File: config.mk
export PLATFORM = sky130hd
export DESIGN_NAME = qpmm_issue_sched
export DESIGN_NICKNAME = d
export VERILOG_FILES = /design/src/rtl/qpmm_issue_sched.sv
export SDC_FILE = /design/constraint.sdc
export NUM_CORES = 1
export LEC_CHECK = 0
export BUFFER_PORTS_ARGS = -buffer_cell sky130_fd_sc_hd__buf_2
export CAP_MARGIN = 25
export CELL_PAD_IN_SITES_DETAIL_PLACEMENT = 2
export CELL_PAD_IN_SITES_GLOBAL_PLACEMENT = 2
export CORE_MARGIN = 2
export CORE_UTILIZATION = 35
export CTS_CLUSTER_SIZE = 16
export DETAILED_ROUTE_END_ITERATION = 8
export PLACE_DENSITY_LB_ADDON = 0.1
export REMOVE_ABC_BUFFERS = 1
export SLEW_MARGIN = 20
export SYNTH_ARGS = -nofsm -noshare
export SYNTH_HDL_FRONTEND = slang
export SYNTH_SLANG_ARGS = --single-unit
export TNS_END_PERCENT = 10
File: constraint.sdc
create_clock -name clk -period 1.1 [get_ports clk]
set_clock_uncertainty 0.1 [all_clocks]
set_input_delay 0 -clock clk [delete_from_list [all_inputs] [get_ports clk]]
set_output_delay 0 -clock clk [all_outputs]
set_load 0.02 [all_outputs]
File: src/rtl/qpmm_issue_sched.sv
// qpmm_issue_sched: in-order issue scheduler driving the QPMM operand-read and result-write RAM ports.
// Optional feature: define QPMM_HAZARD_CHECK_EN to build the read-after-write stall comparators.
module qpmm_issue_sched #(
    parameter int AW      = 8,
    parameter int RD_LAT  = 3,
    parameter int MUL_LAT = 36
) (
    input  logic          clk,
    input  logic          rstn,
    input  logic          cmd_valid,
    output logic          cmd_ready,
    input  logic [AW-1:0] cmd_a,
    input  logic [AW-1:0] cmd_b,
    input  logic [AW-1:0] cmd_z,
    input  logic          cmd_last,
    output logic          rd_en,
    output logic [AW-1:0] rd_addr_a,
    output logic [AW-1:0] rd_addr_b,
    output logic          wr_en,
    output logic [AW-1:0] wr_addr,
    output logic          busy,
    output logic          done
);
    localparam int D = RD_LAT + MUL_LAT;

    logic [D-1:0]  valid_r;
    logic [D-1:0]  last_r;
    logic [AW-1:0] z_r [D];
    logic          rd_en_r;
    logic [AW-1:0] rd_addr_a_r;
    logic [AW-1:0] rd_addr_b_r;
    logic          wr_en_r;
    logic [AW-1:0] wr_addr_r;
    logic          done_r;
    logic          hazard_s;
    logic          fire_s;

    assign fire_s    = cmd_valid & cmd_ready;
    assign cmd_ready = rstn & ~hazard_s;

    // In-flight tracking: one stage per cycle between read issue and write-back
    always_ff @(posedge clk) begin
        if (!rstn) begin
            valid_r <= {D{1'b0}};
            last_r  <= {D{1'b0}};
            for (int i = 0; i < D; i++) begin
                z_r[i] <= {AW{1'b0}};
            end
        end else begin
            valid_r <= {valid_r[D-2:0], fire_s};
            last_r  <= {last_r[D-2:0], fire_s & cmd_last};
            z_r[0]  <= cmd_z;
            for (int i = 1; i < D; i++) begin
                z_r[i] <= z_r[i-1];
            end
        end
    end

    // Read issue: strobe follows the handshake; addresses hold between commands
    always_ff @(posedge clk) begin
        if (!rstn) begin
            rd_en_r     <= 1'b0;
            rd_addr_a_r <= {AW{1'b0}};
            rd_addr_b_r <= {AW{1'b0}};
        end else begin
            rd_en_r <= fire_s;
            if (fire_s) begin
                rd_addr_a_r <= cmd_a;
                rd_addr_b_r <= cmd_b;
            end
        end
    end

    // Write-back stage: the oldest entry leaves the shift register here
    always_ff @(posedge clk) begin
        if (!rstn) begin
            wr_en_r   <= 1'b0;
            wr_addr_r <= {AW{1'b0}};
            done_r    <= 1'b0;
        end else begin
            wr_en_r <= valid_r[D-1];
            done_r  <= valid_r[D-1] & last_r[D-1];
            if (valid_r[D-1]) begin
                wr_addr_r <= z_r[D-1];
            end
        end
    end

`ifdef QPMM_HAZARD_CHECK_EN
    // RAW check against every pending destination, the write-back cycle included
    always_comb begin
        hazard_s = 1'b0;
        for (int i = 0; i < D; i++) begin
            hazard_s = hazard_s | (valid_r[i] & ((z_r[i] == cmd_a) | (z_r[i] == cmd_b)));
        end
        hazard_s = hazard_s | (wr_en_r & ((wr_addr_r == cmd_a) | (wr_addr_r == cmd_b)));
    end
`else
    assign hazard_s = 1'b0;
`endif

    assign rd_en     = rd_en_r;
    assign rd_addr_a = rd_addr_a_r;
    assign rd_addr_b = rd_addr_b_r;
    assign wr_en     = wr_en_r;
    assign wr_addr   = wr_addr_r;
    assign done      = done_r;
    assign busy      = (|valid_r) | wr_en_r;

endmodule

After elaboration in Yosys (flattened, before gate mapping):

Memory sizes are Yosys's and may differ from the RTL's. A register that Yosys moved wholly into a read port is not among the register bits.
Cells that the tools add are included.

* flip-flop bits (word level): 97
* bits in writable memories: 312
* bits of input ports: 28
* word-level logic and storage cells: 94
* memories: 1

Memory list
* z_r: depth 39, bits a word 8, read ports 39, clocked after memory_dff 1, write ports 39, RTL line 28 `logic [AW-1:0] z_r [D];`

* muxes and demuxes: 41
* bitwise logic cells: 43
* reductions and logical operators: 2

Operator list (number)
* two-way mux 8 bit: 39
* bitwise OR 1 bit: 40
* OR reduction 39 bit: 1
* bitwise AND 1 bit: 3
* two-way mux 1 bit: 2
* logical NOT 1 bit: 1

Longest topological paths before layout:

Gate-level depths: netlist of the first run.

* depth after elaboration: 2
* depth in mapped cells: 4
* mapped depth without buffers: 3

Worst setup path after synthesis of the first run:

OpenSTA, ideal clock, no wires.

* kind: register -> output
* start point: reg wr_en_r, in the netlist wr_en
* end point: out busy
* arrival time: 1163 ps
* required time: 1000 ps
* setup slack: -163 ps
* stages on the path, launching flop included: 4
* buffers on the path: 0
* path through: dfxtp_1 > nor4_1 > nand4_1 > or3_1

* cells in the longest elaborated chain, start to end: 1

RTL lines
* start, declared: RTL line 32 `logic wr_en_r;`
* start signal, assigned: RTL line 81 `wr_en_r <= valid_r[D-1];`
* bitwise OR 1 bit: RTL line 108 `assign busy = (|valid_r) | wr_en_r;`
* end, declared: RTL line 21 `output logic busy,`

No other way between the ends.

Worst setup path after layout of the first run:

* start point: reg valid_r[0]
* end point: out busy

* cells in the longest elaborated chain, start to end: 2

RTL lines
* start, declared: RTL line 26 `logic [D-1:0] valid_r;`
* start signal, assigned: RTL line 44 `valid_r <= {D{1'b0}};`
* start signal, assigned: RTL line 50 `valid_r <= {valid_r[D-2:0], fire_s};`
* OR reduction 39 bit: RTL line 108
* bitwise OR 1 bit: RTL line 108

No other way between the ends.

==> run metrics, run 1 <==
H-tree depth 2; mux contribution to synthesized area 2.09%; Syn-to-layout area delta 27.6%; Worst-Margin Slew 864 ps; Tot GR Track Use 11.2%; leakage 6.18 nW; post-CTS setup buffers 0; final hold slack -112 ps; Hold Crit Class primary input to flop; Hold Violations, Final 81; final setup fails 3; net load switching power approximately 6 mW; Sink Count between 400 and 500; Worst Path Class, Setup flop to output pin; design area 14,700 um2; Post-DP Area ~12,000 um2; Die X roughly 190 um; VDD IR max around 0.0014 V; Clock power frac 47.2%; worst stage delay on the critical path between 300 and 400 ps; total power after layout 30.3 mW; Inserted Clock Buffers 44; switching part of the total 19.9%; main combinational cell family by area after synthesis simple AND/OR/NAND/NOR gates; Die Height roughly 190 um; Synth Area in Simple Gates 23.6%; cell count after synthesis 920; ordered list of cells on the worst path nor4_4 -> nand4_1 -> or3_4 -> buf_6; XOR/XNOR Fraction of Synth Area 0%; power per standard cell area 2060 nW/um2; vias in the first global route 6,506; largest net degree at the start of global routing 51; Max Freq 0.531 GHz; final std cells w/o fill 1,518; Rows 66; Mapped Avg Cell Area 12.5 um2; fin. max-slew vios 0; Final HPWL DP ~8900 um; Max clock buf depth 3; n_diodes 0; Post-CTS Hold Fix Bufs 57; share of layout cells above drive strength 1 17.2%; mapped cell area 11,500 um2; cell with the largest stage delay on the worst path or3_4; Core Util, Final 45.3%; WP data arrival around 1800 ps; Required @ worst endpoint 1000 ps; Post-route DRC 0; post-layout minimum cycle time 1880 ps; clock root cell clkbuf_16; Final WS setup -784 ps; Post-DRT Antenna Nets 0; Routed WL per cell between 10 and 15 um; crit path max fanout 3; vias after detailed routing 6,246; Synth Area in Compound Gates 0%; Flop pwr share 50.2%; Layout Nets 1,076; Pre-antenna DRT Iters 4; crit start category flop; placed insts 1,389; final period utilization 171%; sequential-to-total area share from yosys stat 72.3%; number of synthesized register bits roughly 420; grt ovf 0; PortBufs 56; full die area 34,400 um2; Comb power frac 2.7%; fillers 3,239; Synth Area in Adders 0%; Via density 4.11; most common cell after layout, fill and taps aside and2_1; max cap viols 0; most frequent cells in the layout and2_1, dfxtp_1, dlygate4sd3_1; DR iter-0 viols about 120; core box area 32,500 um2; I/O pins 57; worst-skew pair later-pin latency 530 ps; CP Capture Type output pin; CTS tree yes; first-pass GRT wire length 31,200 um; outcome finished with violations; Int Power 24.3 mW; Clock Pin Slew Worst Setup and Hold Paths around 50 ps; RSZ-0062 raised after global routing true; Initial Util 35.5%; Yosys Warn Count 0; WL final 18,300 um; failing checks negative hold slack, negative setup slack; Final Wtd Congestion approximately 0.64; initial antenna violation count 0; max_slew headroom between 40 and 50%; Unique masters post-synth 15
-- worst paths after layout --
kind,end,cells past startpoint,from,slack (ps)
worst max-delay path,busy,4,valid_r[0],-780
worst min-delay path,rd_addr_a[6],4,cmd_valid,-110
worst max register to register,wr_addr[7],3,valid_r[38],60
worst min register to register,z_r[33][7],1,z_r[32][7],330
-- state kept, by name (all words and copies together) (netlist names) --
name	count
done	1
last_r	39
rd_addr_a	8
rd_addr_b	8
valid_r	39
wr_addr	8
wr_en	1
z_r	312
-- power by group through the flow --
stage	Combinational, mW	Clock, mW	Sequential [mW]
floorplan	0.116	0	15.6
global placement	0.572	0	15.5
detailed placement	0.577	0	15.5
CTS	0.822	14.9	15.2
global route	0.900	15.6	15.2
finish	0.810	14.3	15.2
-- cells by family (layout without fill, tap and decap cells) --
kind of cell	count (synthesis)	in the layout
buffers and inverters	50	206
AND/OR/NAND/NOR	430	430
multiplexers	24	24
flip-flops	416	416
-- final cells by class --
class,count,area [um2],area share (%)
repair buffers,132,1340,9.10
flip-flops and latches,416,8370,56.9
multi-input cells,454,3030,20.6
clock buffers,68,1320,9.00
clock inverters,6,90.1,0.613
well taps,442,553,3.76
-- timing repair --
| action | CTS | global route |
|---|---|---|
| gates resized for setup | 89 | 23 |
| setup endpoints to repair | 28 | 165 |
| pin swaps | 7 | 4 |
| gates cloned | 0 | 0 |
| endpoints found under the hold margin | 305 | 65 |
-- synthesized netlist by cell type --
cell      number  area (um2)
dfxtp_1      416        8330
clkbuf_2       4        20.0
buf_4          3        22.5
and3_1         2        12.5
or3_1          1        6.26
nor2b_1       24         150
buf_2         25         125
clkbuf_1      18        67.6
nand4_1        2        12.5
and2_2         1        7.51
nand2_1        1        3.75
and2_1       389        2430
nor4_1         6        37.5
nor4_2         4        50.1
mux2i_1       24         240
-- critical path: cells and delay by family, from the launching register on --
family	cells	cell delay [ps]
AND/OR/NAND/NOR	3	770
flip-flops	1	350
buffers and inverters	1	140
-- metrics by stage --
stage          setup TNS, ps  worst slack, ps  hold WS (ps)
3_5_place_dp            -319             -319           111
4_1_cts               -29980             -825          -135
6_report                -793             -784          -112
5_1_grt                -1380             -885          -104
3_3_place_gp            -317             -317           106
2_1_floorplan           -253             -253          -100
-- layer usage --
layer	track usage [%]	share of wire (%)	up-vias	routed length (um)
li1	-	-	3070	-
met1	13.6	45	3042	8190
met2	18.8	48	96	8760
met3	2.79	4.4	38	814
met4	4.73	3.0	0	543
met5	0	0	-	0
Power figures use the tool's default switching activity.
==> run 2: changes to the inputs <==
Settings changed: REMOVE_ABC_BUFFERS 1 to not set.
==> run 2 against run 1 <==
Effect of this change:
- the run still ends with negative hold slack, negative setup slack left
- worst hold slack better by 14 ps
- register-to-register slack better by 60 ps
- total power is 0.74% higher
- clock power hardly changed
- combinational power is 14% lower
- critical endpoint unchanged
- largest cell class unchanged
==> run metrics, run 2 (same netlist as run 1, synthesis figures left out) <==
outcome finished with violations; failing checks negative hold slack, negative setup slack; Via density 4.09 (-0.62%); VDD IR max 0.00110 V (-20%); Final HPWL DP 9290 um (+3.8%); Worst-Margin Slew 741 ps (-123 ps); Setup WS pre-CTS -331 ps (-12.2 ps); I/O pins 57 (unchanged); Die Height 185 um (unchanged); worst stage delay on the critical path 340 ps (-40 ps); post-CTS setup buffers 0 (unchanged); first-pass GRT wire length 30,800 um (-1.1%); leakage 6.06 nW (-1.9%); hold endpoint rd_addr_b[6]; core box area 32,500 um2 (unchanged); Synth Net Count 948; Clock power frac 47.9% (+0.7 points); final std cells w/o fill 1,495 (-1.5%); TNS Setup -933 ps (-140 ps); Post-route DRC 0 (unchanged); CTS tree yes; full die area 34,400 um2 (unchanged); most frequent cells in the layout and2_1, dfxtp_1, clkbuf_16; Hold Violations, Final 16 (-80%); total power after layout 30.5 mW (+0.74%); max_slew headroom 50.6% (+8.3 points); Pre-antenna DRT Iters 3 (-1); Comb power frac 2.3% (-0.4 points); WP data arrival 1740 ps (-40 ps); vias after detailed routing 6,113 (-2.1%); WHS Path Cells 4 (unchanged); clock root cell clkbuf_16; Int Power 24.5 mW (+0.79%); n_diodes 0 (unchanged); Largest register FFs 312 (unchanged); largest net degree at the start of global routing 67 (+31%); worst-skew pair later-pin latency 540 ps (about the same); H-tree depth 2 (unchanged); flop2flop setup slack 120 ps (+60 ps); Die X 185 um (unchanged); fin. max-slew vios 0 (unchanged); Max Freq 0.545 GHz (+2.7%); Worst Path Class, Setup flop to output pin; most common cell after layout, fill and taps aside and2_1; initial antenna violation count 0 (unchanged); ordered list of cells on the worst path nor4_2 -> nand4_1 -> or3_4 -> buf_6; Post-CTS Hold Fix Bufs 35 (-39%); Inserted Clock Buffers 45 (+2.3%); grt ovf 0 (unchanged); fillers 3,232 (-0.22%); Rows 66 (unchanged); Final Wtd Congestion 0.647 (+1.0%); Final WS setup -735 ps (+48.8 ps); final hold slack -98.3 ps (+13.6 ps); PortBufs 56 (unchanged); power per standard cell area 2110 nW/um2 (+2.4%); Initial Util 35.5% (unchanged); Max clock buf depth 3 (unchanged); final period utilization 167% (-4.4 points); Layout Nets 1,051 (-2.3%); HP Start cmd_valid; vias in the first global route 6,450 (-0.86%); Syn-to-layout area delta 25.5%; final setup fails 3 (unchanged); WL final 18,200 um (-0.57%); Post-DRT Antenna Nets 0 (unchanged); share of layout cells above drive strength 1 17.7% (+0.47 points); Clock Pin Slew Worst Setup and Hold Paths 60 ps (about the same); Hold Crit Class primary input to flop; crit start category flop; Regs by FF count z_r (312), last_r (39), valid_r (39); switching part of the total 19.8% (-0.038 points); Tot GR Track Use 11.0% (-0.16 points); DR iter-0 viols 210 (+76%); Required @ worst endpoint 1000 ps (about the same); post-layout minimum cycle time 1840 ps (-48.8 ps); Most flops, register z_r; net load switching power 6.05 mW (+0.55%); FF-to-FF End wr_addr[0]; Flop pwr share 49.8% (-0.4 points); cell with the largest stage delay on the worst path or3_4; Reg2Reg Launch Point valid_r[38]; Sink Count 416 (unchanged); placed insts 1,382 (-0.50%); Routed WL per cell 12.2 um (+0.96%); crit path max fanout 2 (-1); CP Capture Type output pin; RSZ-0062 raised after global routing true; cell count of the worst reg-to-reg path 3 (unchanged); max cap viols 0 (unchanged)
-- run 2: cell type report --
type / instances / area [um2] / share of cell area, %
flip-flops and latches: 416 / 8370 / 57.9
multi-input cells: 454 / 3020 / 20.9
clock buffers: 65 / 1350 / 9.37
repair buffers: 106 / 1040 / 7.20
well taps: 442 / 553 / 3.83
clock inverters: 12 / 116 / 0.805
-- run 2: routing by layer --
layer	share of wire (%)	wire [um]	vias to the layer above	GRT usage (%)
li1	-	-	3021	-
met1	44	8090	2968	13.0
met2	49	8850	83	18.9
met3	4.1	747	41	2.81
met4	2.9	521	0	4.76
met5	0	0	-	0
-- run 2: metrics by stage --
stage               cell area [um2]  utilization, %
global route                  14500            44.5
detailed placement            12300            37.9
global placement              12300            37.9
CTS                           14400            44.3
finish                        14500            44.5
floorplan                     11500               -
-- run 2: worst max path at each step --
| stage | startpoint | to | slack (ps) |
|---|---|---|---|
| after global placement | valid_r[30] | busy | -300 |
| after detailed placement | valid_r[30] | busy | -330 |
| after global routing | valid_r[5] | busy | -830 |
| final | valid_r[5] | busy | -740 |
| after floorplan | valid_r[20] | busy | -70 |
| after CTS | valid_r[5] | busy | -790 |
-- run 2: critical path: cells and delay by family, from the launching register on --
kind | cells | cell delay (ps)
flip-flops | 1 | 310
AND/OR/NAND/NOR | 3 | 760
buffers and inverters | 1 | 140
-- run 2: timing repair --
item                                   in CTS  in global routing
resized for setup                          89                 17
setup endpoints to repair                  28                335
gates cloned                                0                  1
pin swaps                                   6                  3
endpoints found under the hold margin      91                 16
-- run 2: power by group through the flow --
| stage | Sequential (mW) | Clock, mW | Combinational, mW |
|---|---|---|---|
| 6_report | 15.2 | 14.6 | 0.697 |
| 5_1_grt | 15.2 | 16.0 | 0.781 |
| 4_1_cts | 15.2 | 15.2 | 0.706 |
| 3_5_place_dp | 15.5 | 0 | 0.548 |
| 3_3_place_gp | 15.5 | 0 | 0.539 |
| 2_1_floorplan | 15.6 | 0 | 0.292 |
